--- config.mk ---
export PLATFORM = sky130hd
export DESIGN_NAME = panel_scroll_driver_flat
export DESIGN_NICKNAME = d
export VERILOG_FILES = /design/src/rtl/panel_scroll_driver_pkg.sv /design/src/rtl/panel_scroll_driver_if.sv /design/src/rtl/panel_scroll_driver_tick_divider.sv /design/src/rtl/panel_scroll_driver.sv /design/src/flat_wrapper.sv
export SDC_FILE = /design/constraint.sdc
export NUM_CORES = 1
export LEC_CHECK = 0
export BUFFER_PORTS_ARGS = -buffer_cell sky130_fd_sc_hd__buf_4
export CAP_MARGIN = 25
export CORE_ASPECT_RATIO = 1.4
export CORE_MARGIN = 1
export CORE_UTILIZATION = 39
export DETAILED_ROUTE_END_ITERATION = 6
export HOLD_SLACK_MARGIN = 0.08
export MAX_ROUTING_LAYER = met4
export SLEW_MARGIN = 20
export SYNTH_ARGS = -nofsm -noshare
export SYNTH_HDL_FRONTEND = slang
export SYNTH_SLANG_ARGS = --single-unit
export TNS_END_PERCENT = 50
--- constraint.sdc ---
create_clock -name CLK -period 2.1 [get_ports CLK]
set_input_delay 0.315 -clock CLK [delete_from_list [all_inputs] [get_ports CLK]]
set_output_delay 0.315 -clock CLK [all_outputs]
set_load 0.01 [all_outputs]
--- src/rtl/panel_scroll_driver_pkg.sv ---
// Shared types for the scrolling word panel driver.
// Column data is active-low: a set bit is an unlit row, so 7'h7F is a dark column.
package panel_pkg;

    typedef logic [6:0] col_t;

    localparam col_t BLANK_COL = 7'h7F;

    // Scan slot phase: one dark cycle, then the column is shown.
    typedef enum logic {BLANK, SHOW} scan_state_t;

endpackage

--- src/rtl/panel_scroll_driver_if.sv ---
// Column-mux and panel-drive signal bundle for panel_scroll_driver.
// Optional macro SCROLL_PAUSE_EN adds the PAUSE input.
//
// Timing contract (no valid/ready handshake on this path): the driver
// (master) presents SEL from a register. The mux (slave) returns D_IN
// combinationally from SEL. The driver samples D_IN only on a scroll tick,
// which is at least one full scroll period after SEL last changed. ROW_OUT
// and COL_EN are level outputs to the panel pins.
interface panel_scroll_driver_if #(
    parameter int NUM_COLS = 24
);
    import panel_pkg::*;

    logic [6:0]          SEL;
    col_t                D_IN;
    col_t                ROW_OUT;
    logic [NUM_COLS-1:0] COL_EN;
    logic                WRAP;
`ifdef SCROLL_PAUSE_EN
    logic                PAUSE;
`endif

    modport master (
        output SEL, ROW_OUT, COL_EN, WRAP,
`ifdef SCROLL_PAUSE_EN
        input  PAUSE,
`endif
        input  D_IN
    );

    modport slave (
        input  SEL, ROW_OUT, COL_EN, WRAP,
`ifdef SCROLL_PAUSE_EN
        output PAUSE,
`endif
        output D_IN
    );

endinterface

--- src/rtl/panel_scroll_driver_tick_divider.sv ---
// Free-running divider: counts 0..DIV-1 while EN is high and holds while EN
// is low. TICK is high on the enabled cycle whose count is DIV-1, so the next
// edge both wraps the count and performs whatever the tick triggers.
module tick_divider #(
    parameter int DIV = 2
) (
    input  logic CLK,
    input  logic RST_N,
    input  logic EN,
    output logic TICK
);

    localparam int            W    = (DIV > 1) ? $clog2(DIV) : 1;
    localparam logic [W-1:0]  LAST = W'(DIV - 1);

    logic [W-1:0] count;

    // Count with explicit compare-and-clear so a non-power-of-two DIV never overflows.
    always_ff @(posedge CLK or negedge RST_N) begin
        if (!RST_N) begin
            count <= '0;
        end else if (EN) begin
            count <= (count == LAST) ? '0 : count + 1'b1;
        end
    end

    assign TICK = EN && (count == LAST);

endmodule

--- src/rtl/panel_scroll_driver.sv ---
// Scrolling word panel driver: walks SEL through the message, shifts the
// returned column into a frame buffer from the right, and scans the buffer
// onto the LED matrix with one dark cycle between columns.
// Optional macro SCROLL_PAUSE_EN: adds PAUSE, which freezes scrolling only.
module panel_scroll_driver
    import panel_pkg::*;
#(
    parameter int NUM_COLS   = 24,
    parameter int MSG_LEN    = 72,
    parameter int SCROLL_DIV = 5000000,
    parameter int SCAN_DIV   = 2000
) (
    input  logic                   CLK,
    input  logic                   RST_N,
    input  logic                   EN,
    panel_scroll_driver_if.master  bus,
    output scan_state_t            dbg_state
);

    localparam int                  CW       = $clog2(NUM_COLS);
    localparam logic [CW-1:0]       COL_LAST = CW'(NUM_COLS - 1);
    localparam logic [6:0]          SEL_LAST = 7'(MSG_LEN - 1);
    localparam logic [NUM_COLS-1:0] ONE_COL  = NUM_COLS'(1);

    col_t                frame [NUM_COLS];
    logic [6:0]          sel;
    logic                scroll_run;
    logic                scroll_tick;
    logic                scan_tick;
    scan_state_t         state;
    logic [CW-1:0]       scan_col;
    col_t                row_q;
    logic [NUM_COLS-1:0] col_q;

`ifdef SCROLL_PAUSE_EN
    assign scroll_run = EN && !bus.PAUSE;
`else
    assign scroll_run = EN;
`endif

    tick_divider #(.DIV(SCROLL_DIV)) u_scroll_div (
        .CLK   (CLK),
        .RST_N (RST_N),
        .EN    (scroll_run),
        .TICK  (scroll_tick)
    );

    // Scan slot timing keeps running while scrolling is paused.
    tick_divider #(.DIV(SCAN_DIV)) u_scan_div (
        .CLK   (CLK),
        .RST_N (RST_N),
        .EN    (EN),
        .TICK  (scan_tick)
    );

    // On each scroll tick, shift the frame left, take D_IN for the current SEL, and advance SEL.
    always_ff @(posedge CLK or negedge RST_N) begin
        if (!RST_N) begin
            for (int i = 0; i < NUM_COLS; i++) begin
                frame[i] <= BLANK_COL;
            end
            sel <= '0;
        end else if (scroll_tick) begin
            for (int i = 0; i < NUM_COLS - 1; i++) begin
                frame[i] <= frame[i+1];
            end
            frame[NUM_COLS-1] <= bus.D_IN;
            sel <= (sel == SEL_LAST) ? '0 : sel + 7'd1;
        end
    end

    // Scan FSM: BLANK lasts one cycle, SHOW lasts until the scan tick, then step the column.
    // While showing, the row drive is refreshed every cycle so a scroll shift appears one cycle later.
    always_ff @(posedge CLK or negedge RST_N) begin
        if (!RST_N) begin
            state    <= BLANK;
            scan_col <= '0;
            row_q    <= BLANK_COL;
            col_q    <= '0;
        end else if (EN) begin
            case (state)
                BLANK: begin
                    state <= SHOW;
                    row_q <= frame[scan_col];
                    col_q <= ONE_COL << scan_col;
                end
                SHOW: begin
                    if (scan_tick) begin
                        state    <= BLANK;
                        row_q    <= BLANK_COL;
                        col_q    <= '0;
                        scan_col <= (scan_col == COL_LAST) ? '0 : scan_col + 1'b1;
                    end else begin
                        row_q <= frame[scan_col];
                        col_q <= ONE_COL << scan_col;
                    end
                end
                default: begin
                    state <= BLANK;
                    row_q <= BLANK_COL;
                    col_q <= '0;
                end
            endcase
        end
    end

    // EN low darkens the panel at once and resumes from the held registers when EN returns.
    assign bus.SEL     = sel;
    assign bus.WRAP    = scroll_tick && (sel == SEL_LAST);
    assign bus.ROW_OUT = EN ? row_q : BLANK_COL;
    assign bus.COL_EN  = EN ? col_q : '0;
    assign dbg_state   = state;

endmodule
--- src/flat_wrapper.sv ---
// flat-port wrapper written by rule: the top's interface ports become plain ports
module panel_scroll_driver_flat import panel_pkg::*;
#(
    parameter int NUM_COLS   = 24,
    parameter int MSG_LEN    = 72,
    parameter int SCROLL_DIV = 5000000,
    parameter int SCAN_DIV   = 2000
)
  (CLK, RST_N, EN, dbg_state, bus_SEL, bus_ROW_OUT, bus_COL_EN, bus_WRAP, bus_D_IN);
  panel_scroll_driver_if #(.NUM_COLS(NUM_COLS)) bus_i ();
  input  logic CLK;
  input  logic RST_N;
  input  logic EN;
  output scan_state_t dbg_state;
  output wire logic [$bits(bus_i.SEL)-1:0] bus_SEL;
  output wire logic [$bits(bus_i.ROW_OUT)-1:0] bus_ROW_OUT;
  output wire logic [$bits(bus_i.COL_EN)-1:0] bus_COL_EN;
  output wire logic [$bits(bus_i.WRAP)-1:0] bus_WRAP;
  input wire logic [$bits(bus_i.D_IN)-1:0] bus_D_IN;
  assign bus_SEL = bus_i.SEL;
  assign bus_ROW_OUT = bus_i.ROW_OUT;
  assign bus_COL_EN = bus_i.COL_EN;
  assign bus_WRAP = bus_i.WRAP;
  assign bus_i.D_IN = bus_D_IN;
  panel_scroll_driver #(.NUM_COLS(NUM_COLS), .MSG_LEN(MSG_LEN), .SCROLL_DIV(SCROLL_DIV), .SCAN_DIV(SCAN_DIV)) u_core (.CLK(CLK), .RST_N(RST_N), .EN(EN), .bus(bus_i), .dbg_state(dbg_state));
endmodule
* Word level (Yosys, flattened, before mapping)
Index checks and enable logic that the tools add are counted.
Word-level totals: register bits 246, input port bits 10, logic and storage cells 62
Operators by class: add/subtract/negate cells 4, $lt $le $gt $ge 1, eq/ne operators 4, shift operators 1, multiplexer cells 15, bitwise operators 2, reduce and logical (&&, ||, !) cells 4
Operators by type and width (number):
- 24-bit two-way mux | 2
- 24-bit case mux with 2 select lines | 1
- 7-bit binary-select mux with 5-bit select | 1
- 7-bit two-way mux | 5
- 1-bit by 5-bit left shift with 24-bit output, first input constant | 1
- 23-bit by 1-bit adder with 23-bit output, second input constant | 1
- 23-bit equality test, second input constant | 1
- 23-bit two-way mux | 1
- 7-bit case mux with 2 select lines | 1
- 11-bit by 1-bit adder with 11-bit output, second input constant | 1
- 11-bit equality test, second input constant | 1
- 11-bit two-way mux | 1
- 7-bit by 1-bit adder with 7-bit output, second input constant | 1
- 7-bit equality test, second input constant | 1
- 6-bit >= comparator, second input constant | 1
- 5-bit NOT with 6-bit output | 1
- 5-bit by 1-bit adder with 5-bit output, second input constant | 1
- 5-bit equality test, second input constant | 1
- 5-bit two-way mux | 1
- 1-bit logical AND | 3
- 3-bit AND reduction | 1
- 1-bit case mux with 2 select lines | 1
- 1-bit two-way mux | 1
- 1-bit NOT | 1

* Logic depth before layout (Yosys ltp)
Gate-level depths: netlist of the first run.
depth after elaboration 6, mapped depth 9, gate-level depth less buffers 6

* Hierarchy
From an unflattened synthesis of the first run, not the netlist that was laid out.
Second synthesis, totals: cells, all modules 831, area total of the unflattened synthesis 11547.3 um^2
By module, submodules not included:
- panel_scroll_driver | times used 1, cells each 647, area an instance 9713.1 um^2, sequential area each 5524.0 um^2
- tick_divider at u_core.u_scroll_div | times used 1, cells each 124, area an instance 1233.7 um^2, sequential area each 575.6 um^2
- tick_divider at u_core.u_scan_div | times used 1, cells each 60, area an instance 600.6 um^2, sequential area each 275.3 um^2

* Worst setup path before layout of the first run
No wires, ideal clock.
kind reg2reg, from register u_core.u_scan_div.count[0], to register u_core.scan_col[3], setup time 0.125 ns, arrival time 1.789 ns, required time 1.975 ns, slack 0.186 ns, stages on the path, launching flop included 8, clock period less this slack 1.914 ns, cells stage by stage dfrtp_1 ha_1 nand4b_1 nor3_4 and3_1 buf_6 nand4_4 mux2_4
Between the ends: word-level cells in the longest chain between the ends 3
RTL lines:
- start, declared | RTL line panel_scroll_driver_tick_divider.sv:16 | logic [W-1:0] count;
- start signal, assigned | RTL line panel_scroll_driver_tick_divider.sv:23 | count <= (count == LAST) ? '0 : count + 1'b1;
- 11-bit equality test | RTL line panel_scroll_driver_tick_divider.sv:27 | assign TICK = EN && (count == LAST);
- 1-bit logical AND | RTL line panel_scroll_driver_tick_divider.sv:27
- 3-bit AND reduction (no line)
- end signal, assigned | RTL line panel_scroll_driver.sv:92 | scan_col <= (scan_col == COL_LAST) ? '0 : scan_col + 1'b1;
- end, declared | RTL line panel_scroll_driver.sv:31 | logic [CW-1:0] scan_col;
Every way passes these cells. A chain may end at the register's enable or synchronous reset.

* Worst setup path in the final report of the first run
from register u_core.u_scroll_div.count[10], to output port bus_WRAP
Between the ends: word-level cells in the longest chain between the ends 3
RTL lines:
- start, declared | RTL line panel_scroll_driver_tick_divider.sv:16
- start signal, assigned | RTL line panel_scroll_driver_tick_divider.sv:23
- 23-bit equality test | RTL line panel_scroll_driver_tick_divider.sv:27
- 1-bit logical AND | RTL line panel_scroll_driver_tick_divider.sv:27
- 1-bit logical AND | RTL line panel_scroll_driver.sv:109 | assign bus.WRAP = scroll_tick && (sel == SEL_LAST);
- end, declared | RTL line flat_wrapper.sv:18 | output wire logic [$bits(bus_i.WRAP)-1:0] bus_WRAP;
Every way passes these cells.

==> impl_metrics.csv, run 1 <==
group,metric,value,unit
run_status,status,"complete, no violations",
synth,async_reset_ff_share,100,%
timing,fin_worst_skew,13.5,ps
timing,fmax,0.476,GHz
min_path,min_to,"u_core.u_scan_div.count[8]",
critical_path,crit_type,"reg2out",
place,gp_congestion,0.819,
critical_path,rr_worst_depth,7,
critical_path,cpPeakStageDelay,420,ps
synth,synth_cell_type_count,51,
detailed_routing,wl_per_cell,15.8,um
timing,period_share,100,%
die,rows,74,
synth,synth-seq-cells,246,
timing,setup_ws,0.360,ps
power_and_ir_drop,peakVddDrop,518,uV
synth,synth_common_cells,"533 x nand2_1, 175 x dfstp_2, 71 x dfrtp_1",
global_routing,grt_pass1_vias,8241,
place,hpwl,15900,um
synth,yosysWarnings,0,
synth,synth_top_cell_by_area,"dfstp_2",
clock_tree,clkTransAtPathRegs,60,ps
clock_tree,cts.path.max_buffers,3,
synth,yosysTopAreaCellShare,39.7,%
power_and_ir_drop,p_per_area,727,nW/um^2
min_path,holdCritStartpoint,"EN",
detailed_routing,drt-total-wl,25600,um
critical_path,cp_max_fo,2,
global_routing,grt_use_total,17.5,%
detailed_routing,drc,0,
clock_tree,cts-htree-levels,1,
die,io_pins,50,
synth,syn_area,11600,um^2
die,die_area,30400,um^2
cells_and_area,fill_cells,2737,
place,post-place-ws,99.2,ps
die,coreArea,29200,um^2
detailed_routing,drt_iter0_drc,507,
global_routing,grt_remaining_overflow,0,
cells_and_area,final_util,46.5,%
die,die_x,148,um
timing,timing.final.crit_period,2100,ps
critical_path,cp-start-kind,"flop",
synth,ys.flop_type,"dfstp_2",
global_routing,grt_max_degree,171,
timing,hold_viol,0,
timing,finalSetupViolations,0,
run,cap_violations,0,
detailed_routing,vias,8150,
synth,synth_edf_count,0,
detailed_routing,viasPerCell,5.04,
synth,yosys-top-cells-area,"dfstp_2 40%, nand2_1 17%, dfrtp_1 15%, mux4_2 8.2%, and2_1 1.5%",
synth,syn_nets,1169,
place,dpl-instance-area,12500,um^2
critical_path,cp_data_arrival_time,1780,ps
power_and_ir_drop,p_leak,6.22,nW
die,start_util,39.7,%
synth,synth.most_common_cell,"nand2_1",
critical_path,r2r-end,"u_core.row_q[0]",
clock_tree,clk-insertion-delay-late,520,ps
timing,worstMarginPinSlew,899,ps
timing,slew_viol_final,0,
clock_tree,numClockSinks,246,
cells_and_area,antenna_cells,0,
synth,yosysSeqAreaShare,55.0,%
clock_tree,cts-root-buf,"clkbuf_16",
global_routing,grt_pass1_wl,42100,um
cells_and_area,nNetsFinal,1239,
critical_path,endpoint_kind,"output port",
cells_and_area,finalInstanceArea,13600,um^2
critical_path,crit_required,1780,ps
clock_tree,cts_tree,"done",
critical_path,critical_path.cell_chain,"nor4bb_4 -> and3_4 -> nand3_4 -> nor2_4 -> buf_6",
critical_path,r2r_slack,110,ps
timing,relSlewSlack,39.9,%
detailed_routing,first_pass_iters,5,
clock_tree,cts_buffers,25,
cells_and_area,area_delta_synth_final,17.2,%
min_path,whs_path_depth,3,
global_routing,antenna_found_initial,0,
die,die_h,206,um
critical_path,r2r-start,"u_core.u_scan_div.count[0]",
synth,synthCells,1150,
critical_path,slowest_stage,"dfrtp_2",
timing,fin_hold_ws,326,ps
cells_and_area,final_layout_size_suffix_gt1_share,31.0,%
timing,grt_setup_unrepaired,"true",
min_path,hold_class,"in2reg",
place,port_buffers,49,
detailed_routing,postRouteAntennaNets,0,
synth,syn_avg_cell_area,10.1,um^2
cells by family (layout without fill, tap and decap cells):
logic type / after synthesis / in the layout / synth area share [%]
AND/OR/NAND/NOR: 661 / 661 / 24.0
flip-flops: 246 / 246 / 55.0
AO/OA/AOI/OAI: 82 / 82 / 5.52
buffers and inverters: 74 / 162 / 3.38
multiplexers: 50 / 50 / 8.99
XOR/XNOR: 28 / 28 / 2.12
adder cells (fa/ha/maj): 9 / 9 / 0.972
how the worst max path moves through the flow:
stage,endpoint,cells past startpoint,slack [ps],startpoint
2_1_floorplan,u_core.scan_col[3],7,190,u_core.u_scan_div.count[0]
3_3_place_gp,u_core.u_scroll_div.count[19],6,80,u_core.u_scroll_div.count[10]
3_5_place_dp,u_core.u_scroll_div.count[19],6,100,u_core.u_scroll_div.count[10]
4_1_cts,bus_WRAP,5,-50,u_core.u_scroll_div.count[10]
5_1_grt,bus_WRAP,5,-80,u_core.u_scroll_div.count[17]
6_report,bus_WRAP,5,0.4,u_core.u_scroll_div.count[10]
where the power goes:
| part | switching (mW) | total [mW] | internal (mW) |
|---|---|---|---|
| clock network | 1.81 | 4.27 | 2.46 |
| logic | 0.305 | 0.556 | 0.251 |
| registers | 0.150 | 5.05 | 4.90 |
area by class of cell:
class                           instances  area (um^2)  area share (%)
Tap cell                              380          475            3.50
Timing Repair Buffer                  108         1020            7.50
Clock buffer                           37          711            5.24
Sequential cell                       246         6380            47.0
Clock inverter                          8         65.1           0.479
Multi-Input combinational cell        830         4890            36.0
Inverter                                9         33.8           0.249
worst max-delay path, delay by kind of cell (launching register included):
| family | cells | cell delay [ps] |
|---|---|---|
| AND/OR/NAND/NOR | 4 | 730 |
| flip-flops | 1 | 420 |
| buffers and inverters | 1 | 100 |
cell usage in the layout, fill, tap and decap left out, types with 3 or more instances in the layout:
cell type	instances
nand2_1	533
dfstp_2	175
buf_4	85
dfrtp_1	67
mux4_2	42
and2_1	27
clkbuf_16	26
nor2_1	22
xnor2_1	15
o2bb2ai_1	14
a22oi_1	14
a21oi_1	13
xor2_1	13
nand3_1	12
nor3_1	12
a22o_1	11
buf_12	11
nand4_1	10
nand2b_1	10
ha_1	9
inv_1	8
clkbuf_1	8
dlygate4sd3_1	8
a221o_1	7
o22a_1	7
o21ai_0	7
clkinv_2	7
and3_1	6
a21o_1	4
clkbuf_8	4
nor2b_1	3
a31oi_1	3
mux2_2	3
dfrtp_2	3
metal layers:
layer / GRT usage [%] / vias to the layer above / share of wire, %
met1: 21.1 / 4073 / 43
met4: 4.64 / 0 / 1.9
met5: - / - / 0
li1: - / 3940 / -
met3: 2.14 / 37 / 2.8
met2: 31.1 / 100 / 52
metrics by stage:
step / setup TNS, ps / power, mW / cells
floorplan: 0 / 5.39 / 1150
CTS: -45.2 / 9.99 / 1612
global route: -88.1 / 10.3 / 1618
global placement: 0 / 5.63 / 1554
finish: 0 / 9.87 / 1618
detailed placement: 0 / 5.65 / 1554
repair_timing:
| item | in CTS | in global routing |
|---|---|---|
| hold buffers | 8 | 0 |
| endpoints found under the hold margin | 28 | 0 |
| pin swaps | 4 | 3 |
| gates resized for setup | 13 | 3 |
| buffers inserted | 5 | 5 |
| endpoints found under the setup margin | 1 | 157 |
| cloned | 0 | 1 |
sequential cells by signal (all words and copies together), names as in the netlist:
register / flops
u_core.scan_col: 5
u_core.col_q: 24
u_core.frame: 168
u_core.u_scan_div.count: 11
u_core.row_q: 7
u_core.u_scroll_div.count: 23
u_core.dbg_state: 1
u_core.bus.SEL: 7
(Power assumes the default switching activity.)
==> run 2, diff against run 1 <==
- CELL_PAD_IN_SITES_DETAIL_PLACEMENT: not set -> 0
- CELL_PAD_IN_SITES_GLOBAL_PLACEMENT: not set -> 1
- CTS_CLUSTER_SIZE: not set -> 30
- MAX_ROUTING_LAYER: met4 -> not set
- PLACE_DENSITY_LB_ADDON: not set -> 0.1
==> run 2 against run 1 <==
  * The flow now finishes with violations (setup timing)
  * Fmax is 5.8% lower
  * Critical path depth is 1 higher
  * Register-to-register slack worse by 100 ps
  * Sequential share of layout area is 0.73 points lower
  * Clock power is 11% higher
  * Critical path type unchanged
  * Largest power group unchanged
==> impl_metrics.csv, run 2 (synthesis results as in run 1) <==
group,metric,value,unit
cells_and_area,area_delta_synth_final,19.0,%
power_and_ir_drop,peakVddDrop,466,uV
power_and_ir_drop,p_seq_share,49.0,%
global_routing,met1_usage,23.9,%
cells_and_area,fill_cells,2794,
critical_path,cp-start-kind,"flop",
global_routing,grt_use_total,18.3,%
place,post-place-ws,92.8,ps
run_status,status,"finished with violations",
cells_and_area,largestRegisters,"u_core.frame: 168 flops, u_core.col_q: 24 flops, u_core.u_scroll_div.count: 23 flops",
cells_and_area,antenna_cells,0,
timing,period_share,106,%
power_and_ir_drop,p_leak,6.33,nW
timing,finalSetupViolations,1,
die,start_util,39.7,%
min_path,holdCritStartpoint,"EN",
die,coreArea,29200,um^2
detailed_routing,first_pass_iters,4,
timing,timing.final.crit_period,2230,ps
clock_tree,cts.path.max_buffers,3,
global_routing,grt_pass1_vias,8297,
global_routing,grt_remaining_overflow,0,
cells_and_area,final_layout_size_suffix_gt1_share,31.4,%
power_and_ir_drop,clkPwrFrac,45.8,%
run_status,violations,"setup timing",
min_path,hold_class,"in2reg",
die,rows,74,
global_routing,met3_usage,2.10,%
clock_tree,clkTransAtPathRegs,60,ps
detailed_routing,drt_iter0_drc,377,
power_and_ir_drop,internal_power,7.90,mW
die,io_pins,50,
timing,tns,-128,ps
critical_path,cp_data_arrival_time,1910,ps
timing,relSlewSlack,43.0,%
global_routing,use_met2,32.0,%
detailed_routing,drc,0,
place,dp.cells,1564,
die,die_x,148,um
timing,worstMarginPinSlew,852,ps
detailed_routing,vias,8112,
clock_tree,cts_buffers,27,
global_routing,grt_pass1_wl,44400,um
place,port_buffers,49,
clock_tree,cts-root-buf,"clkbuf_16",
global_routing,antenna_found_initial,0,
cells_and_area,nNetsFinal,1246,
clock_tree,cts_tree,"done",
clock_tree,clk-insertion-delay-late,550,ps
detailed_routing,postRouteAntennaNets,0,
clock_tree,cts-htree-levels,1,
cells_and_area,largest_reg_flops,168,
power_and_ir_drop,switching_share,23.3,%
timing,fmax,0.449,GHz
detailed_routing,wl_per_cell,16.5,um
timing,grt_setup_unrepaired,"true",
timing,fin_worst_skew,21.4,ps
timing,setup_ws,-128,ps
cells_and_area,largest_register,"u_core.frame",
global_routing,grt_max_degree,118,
die,die_area,30400,um^2
cells_and_area,finalNonFillerCells,1628,
power_and_ir_drop,p_per_area,748,nW/um^2
power_and_ir_drop,p_sw,2.41,mW
timing,hold_viol,0,
global_routing,top_usage_layer,"met2",
critical_path,r2r-start,"u_core.u_scroll_div.count[12]",
place,hpwl,16800,um
power_and_ir_drop,combinationalPowerShare,5.3,%
cells_and_area,final_util,47.3,%
critical_path,crit_type,"reg2out",
timing,slew_viol_final,0,
critical_path,cp-startpoint,"u_core.u_scroll_div.count[12]",
clock_tree,numClockSinks,246,
cells_and_area,layout_commonest_cell,"nand2_1",
place,gp_congestion,0.749,
detailed_routing,drt-total-wl,26900,um
power_and_ir_drop,finalPower,10.3,mW
cells_and_area,layout_common_cells,"532 x nand2_1, 175 x dfstp_2, 78 x buf_4",
detailed_routing,viasPerCell,4.98,
critical_path,endpoint_kind,"output port",
run,cap_violations,0,
critical_path,cp_max_fo,2,
die,die_h,206,um
critical_path,crit_required,1780,ps
==> run 2: path summary, 6_finish.rpt <==
path	end	slack, ps	cells after the start
max	bus_WRAP	-130	6
min	u_core.u_scan_div.count[10]	250	3
max reg2reg	u_core.bus.SEL[6]	10	7
min reg2reg	u_core.frame[137]	440	2
max in group asynchronous	u_core.frame[98]	1080	3
min in group asynchronous	u_core.bus.SEL[4]	300	2
==> run 2: what timing repair did <==
action,in CTS,in global routing
gates cloned,0,1
pin swaps,3,15
gates resized for setup,4,12
hold buffers,8,0
endpoints found under the hold margin,73,0
setup buffers,3,2
endpoints found under the setup margin,1,30
==> run 2: area by class of cell <==
| class | count | area [um^2] | area share, % |
|---|---|---|---|
| sequential | 246 | 6380 | 46.3 |
| multi-input combinational | 830 | 4860 | 35.3 |
| inverter | 9 | 33.8 | 0.245 |
| clock inverter | 13 | 121 | 0.881 |
| clock buffer | 37 | 753 | 5.47 |
| tap | 380 | 475 | 3.45 |
| timing repair buffer | 113 | 1160 | 8.39 |
==> run 2: routing by layer <==
layer | share of wire [%] | up-vias
met5 | 0 | -
met1 | 45 | 4040
met4 | 1.8 | 0
met2 | 50 | 72
li1 | - | 3962
met3 | 2.5 | 38
==> run 2: metrics by stage <==
step / area [um^2] / hold WS (ps)
2_1_floorplan: 11600 / 19.4
3_5_place_dp: 12700 / 282
5_1_grt: 13800 / 273
3_3_place_gp: 12700 / 284
4_1_cts: 13700 / 238
6_report: 13800 / 252
==> run 2: power by group through the flow <==
stage               logic [mW]  clock network, mW  registers (mW)
floorplan                0.309                  0            5.08
global placement         0.538                  0            5.12
detailed placement       0.546                  0            5.12
CTS                      0.561               4.88            5.05
global route             0.616               5.06            5.07
finish                   0.544               4.72            5.05
==> run 2: worst max-delay path: stages, from the launching register on <==
cell and delay (ps):
dfrtp_1 390, nor4bb_2 330, and3_1 240, buf_6 120
nand3_4 80, nor2_2 100, buf_4 120
